### src/rtl/flux_acq.sv
// rtl/flux_acq.sv - flux interval acquisition into RAM records; FLUX_ACQ_DSYNC_EN selects two-flop input synchronisers.
module flux_acq #(
    parameter int TIMER_WIDTH = 7,
    parameter int STOP_WIDTH  = 4
) (
    input  logic                   CLOCK,
    input  logic                   ResetTimer,
    input  logic                   RUN,
    input  logic                   START_MODE,
    input  logic [STOP_WIDTH-1:0]  STOP_COUNT,
    input  logic                   FD_RDDATA_IN,
    input  logic                   FD_INDEX_IN,
    input  logic                   RAM_FULL,
    output logic [TIMER_WIDTH:0]   DATA,
    output logic                   WRITE,
    output logic                   BUSY,
    output logic                   DONE,
    output logic                   OVERRUN
);

    typedef enum logic [1:0] {ST_IDLE, ST_ARM, ST_ACQ, ST_DONE} state_t;

    localparam logic [TIMER_WIDTH-1:0] TIMER_ONE = TIMER_WIDTH'(1);
    localparam logic [TIMER_WIDTH-1:0] TIMER_MAX = '1;

    state_t                  state, state_next;
    logic [TIMER_WIDTH-1:0]  timer;
    logic [STOP_WIDTH-1:0]   index_cnt;
    logic [STOP_WIDTH-1:0]   index_cnt_inc;
    logic                    flux_sync, index_sync;
    logic                    flux_prev, index_prev;
    logic                    flux_rise, index_rise;
    logic                    rec_due, write_next, overrun_set, leave_idle, stop_hit;

`ifdef FLUX_ACQ_DSYNC_EN
    logic [1:0] flux_meta, index_meta;

    always_ff @(posedge CLOCK or posedge ResetTimer) begin
        if (ResetTimer) begin
            flux_meta  <= '0;
            index_meta <= '0;
        end else begin
            flux_meta  <= {flux_meta[0], FD_RDDATA_IN};
            index_meta <= {index_meta[0], FD_INDEX_IN};
        end
    end

    assign flux_sync  = flux_meta[1];
    assign index_sync = index_meta[1];
`else
    logic flux_meta, index_meta;

    always_ff @(posedge CLOCK or posedge ResetTimer) begin
        if (ResetTimer) begin
            flux_meta  <= 1'b0;
            index_meta <= 1'b0;
        end else begin
            flux_meta  <= FD_RDDATA_IN;
            index_meta <= FD_INDEX_IN;
        end
    end

    assign flux_sync  = flux_meta;
    assign index_sync = index_meta;
`endif

    always_ff @(posedge CLOCK or posedge ResetTimer) begin
        if (ResetTimer) begin
            flux_prev  <= 1'b0;
            index_prev <= 1'b0;
        end else begin
            flux_prev  <= flux_sync;
            index_prev <= index_sync;
        end
    end

    assign flux_rise     = flux_sync & ~flux_prev;
    assign index_rise    = index_sync & ~index_prev;
    assign index_cnt_inc = index_cnt + STOP_WIDTH'(1);

    // A flux edge coinciding with timer overflow yields one record carrying the full interval.
    always_comb begin
        state_next  = state;
        rec_due     = (state == ST_ACQ) && (flux_rise || (timer == TIMER_MAX));
        stop_hit    = index_rise && (STOP_COUNT != '0) && (index_cnt_inc == STOP_COUNT);
        write_next  = RUN && rec_due && !RAM_FULL;
        overrun_set = RUN && rec_due && RAM_FULL;
        leave_idle  = RUN && (state == ST_IDLE);
        if (!RUN) begin
            state_next = ST_IDLE;
        end else begin
            case (state)
                ST_IDLE: state_next = START_MODE ? ST_ARM : ST_ACQ;
                ST_ARM:  if (index_rise) state_next = ST_ACQ;
                ST_ACQ:  if (overrun_set || stop_hit) state_next = ST_DONE;
                ST_DONE: state_next = ST_DONE;
                default: state_next = ST_IDLE;
            endcase
        end
    end

    always_ff @(posedge CLOCK or posedge ResetTimer) begin
        if (ResetTimer) begin
            state     <= ST_IDLE;
            DATA      <= '0;
            WRITE     <= 1'b0;
            OVERRUN   <= 1'b0;
            timer     <= TIMER_ONE;
            index_cnt <= '0;
        end else begin
            state <= state_next;
            WRITE <= write_next;
            if (write_next) begin
                DATA <= {index_sync, flux_rise ? timer : '0};
            end
            // Held at one outside ACQ so ACQ entry always starts counting from one.
            if ((state != ST_ACQ) || rec_due) begin
                timer <= TIMER_ONE;
            end else begin
                timer <= timer + TIMER_ONE;
            end
            if (leave_idle) begin
                index_cnt <= '0;
            end else if (RUN && (state == ST_ACQ) && index_rise) begin
                index_cnt <= index_cnt_inc;
            end
            if (leave_idle) begin
                OVERRUN <= 1'b0;
            end else if (overrun_set) begin
                OVERRUN <= 1'b1;
            end
        end
    end

    assign BUSY = (state == ST_ARM) || (state == ST_ACQ);
    assign DONE = (state == ST_DONE);

endmodule

### config.mk
export PLATFORM = sky130hd
export DESIGN_NAME = flux_acq
export DESIGN_NICKNAME = d
export VERILOG_FILES = /design/src/rtl/flux_acq.sv
export SDC_FILE = /design/constraint.sdc
export NUM_CORES = 1
export LEC_CHECK = 0
export CELL_PAD_IN_SITES_DETAIL_PLACEMENT = 0
export CELL_PAD_IN_SITES_GLOBAL_PLACEMENT = 1
export CORE_MARGIN = 4
export CORE_UTILIZATION = 43
export DETAILED_ROUTE_END_ITERATION = 10
export PLACE_DENSITY = 0.87
export SLEW_MARGIN = 20
export SYNTH_ARGS = -nofsm -noshare
export SYNTH_HDL_FRONTEND = slang
export SYNTH_SLANG_ARGS = --single-unit
### constraint.sdc
create_clock -name CLOCK -period 5.7 [get_ports CLOCK]
set_clock_uncertainty 0.2 [all_clocks]
set_input_delay 0.57 -clock CLOCK [delete_from_list [all_inputs] [get_ports CLOCK]]
set_output_delay 0.57 -clock CLOCK [all_outputs]
set_load 0.05 [all_outputs]
==> out/results.tsv <==
metric	value	unit
grt_max_degree	28	
crit_slowest_cell	clkdlybuf4s50_1	
drv_cap	0	
max_freq	0.375	GHz
synth_top_area_share	49.5	%
drc	0	
grt_pass1_wl	4030	um
grt_pass1_vias	926	
wl_per_cell	12.5	um
worstHoldStart	flux_meta	
numCtsBuffers	3	
syn_avg_cell_area	10.5	sq um
fin_area	1580	sq um
finalSetupTns	0	ns
fin_nets	168	
ys_types	31	
ir_worst_vdd	0.000292	V
worstPathRequired	4.93	ns
slew-limit-headroom	37.6	%
firstDrtPassIters	4	
clock-root-buffer	clkbuf_4	
clk_path_buf_depth	2	
cp-start-kind	flop	
area_growth	20.6	%
crit_type	flop to output port	
r2r-start	timer[0]	
insertion_delay	0.31	ns
ys_warn_count	0	
clock-sinks	27	
finalWorstPathRequiredPeriod	2.67	ns
worst_pin_slew	0.931	ns
regToRegEndpoint	DATA[7]	
synth-seq-area-share	51.5	%
arrival	1.90	ns
synthesis.nets	143	
netlist_area	1310	sq um
worst_setup_path_end_kind	output port	
post-synth-top-area-cell	dfrtp_1	
r2r_setup_slack	3.52	ns
final_cell_mix	dfrtp_1 (26), nand2_1 (22), clkdlybuf4s50_1 (22)	
r2r_cells	5	
die_area	4000	sq um
routed_wirelength	2260	um
synthAdderAreaFrac	6.67	%
dieHeight	63.3	um
placed_area	1560	sq um
port_buffers	22	
yosys.area_share.simple	17.0	%
rows	19	
cp_num_buf_inv	2	
clk_pin_slew	0.13	ns
synth_xor_xnor_area_share	6.67	%
vias	907	
via_per_inst	5.04	
whs_path_depth	0	
layout_commonest_cell	dfrtp_1	
cts_resized	0	
synth_seq_cells	27	
h-tree-depth	1	
whs_endpoint	flux_prev	
gp_congestion	0.742	
crit_path_max_fanout	4	
hp-class	flop to flop	
synth_top_family_by_area	simple AND/OR/NAND/NOR gates	
synthCells	125	
ios	23	
status	completed	
critPathTopFamily	buffers and inverters	
drtIter0Drc	38	
track_usage	12.4	%
placeableCoreArea	2830	sq um
fin_crit_sh	46.8	%
whs	0.218	ns
hold_buffers	0	
tritoncts	done	
antenna_found_initial	0	
cts_setup_buffers	0	
ys_top_cells_by_area	dfrtp_1 (50%), ha_1 (6.7%), nand2_1 (6.3%)	
floorplan.initialDensity	46.4	%
setup_viol	0	
max_stage_delay	0.80	ns
muxShareOfSynthArea	4.19	%
overflow	0	
rsz0062_at_grt	false	
drv_slew	0	
dp_hpwl	1730	um
p_leak	0.728	nW
diodes	0	
die_x	63.3	um
path_cells	inv_1, ha_1, clkdlybuf4s50_1	
synth_compound_area_share	10.9	%
hold_viol	0	
drive_above_1_share	7.38	%
powerDensity	358	nW/um^2
ant_nets	0	
[stage by stage]
stage / std cells / setup WS (ns) / utilization (%) / total power, W
4_1_cts: 180 / 3.01 / 56.0 / 0.000574
5_1_grt: 180 / 2.95 / 56.0 / 0.000605
3_5_place_dp: 176 / 3.27 / 55.1 / 0.000493
2_1_floorplan: 125 / 3.80 / - / 0.000428
3_3_place_gp: 176 / 3.32 / 55.1 / 0.000488
6_report: 180 / 3.03 / 56.0 / 0.000567
[kinds of logic after synthesis]
group,count (synthesis)
simple gates,45
buf+inv,9
xor+xnor,10
mux,5
fa+ha+maj,7
flops,27
compound gates,22
[report_power, final]
part / internal [W] / switching [W]
logic: 0.0000927 / 0.000151
registers: 0.000221 / 0.0000238
clock network: 0.0000273 / 0.0000511
[cells in the mapped netlist, drive strengths merged]
master and instances:
nand4b 2, nor3 1, a21oi 7, nand4 1
o311a 1, mux2 1, ha 7, and2 1
nand2b 2, dfrtp 26, xnor2 5, nand2 22
clkinv 1, xor2 5, nor2 10, a22o 1
dfstp 1, inv 6, a41oi 1, nor2b 2
clkbuf 1, buf 1, mux2i 4, o21ai 11
nand3 3, or3 1, o211ai 1
[state kept, by name (all words and copies together), names as in the netlist]
register / cells
OVERRUN: 1
WRITE: 1
index_cnt: 4
flux_prev: 1
DATA: 8
timer: 7
state: 2
flux_meta: 1
index_prev: 1
index_meta: 1
[per-layer routing]
layer	global-route usage (%)	routed length, um	up-vias
met5	0	0	-
met4	2.43	19	0
met3	4.09	90	2
met2	20.6	1030	12
met1	16.0	1110	427
li1	-	-	466
[final cells by class]
class | instances | area (sq um)
clock buffer | 4 | 26.3
fill | 247 | 1240
inverter | 7 | 26.3
multi-input combinational | 89 | 596
sequential | 27 | 677
tap | 31 | 38.8
timing repair buffer | 22 | 220
[worst max path at each step]
stage / cells past startpoint / startpoint / slack, ns / endpoint
2_1_floorplan: 5 / timer[0] / 3.80 / DATA[7]
3_3_place_gp: 5 / RUN / 3.32 / index_cnt[3]
3_5_place_dp: 5 / RUN / 3.27 / index_cnt[3]
4_1_cts: 3 / state[0] / 3.01 / BUSY
5_1_grt: 3 / state[1] / 2.95 / BUSY
6_report: 3 / state[0] / 3.03 / BUSY
Power figures use the tool's default switching activity.
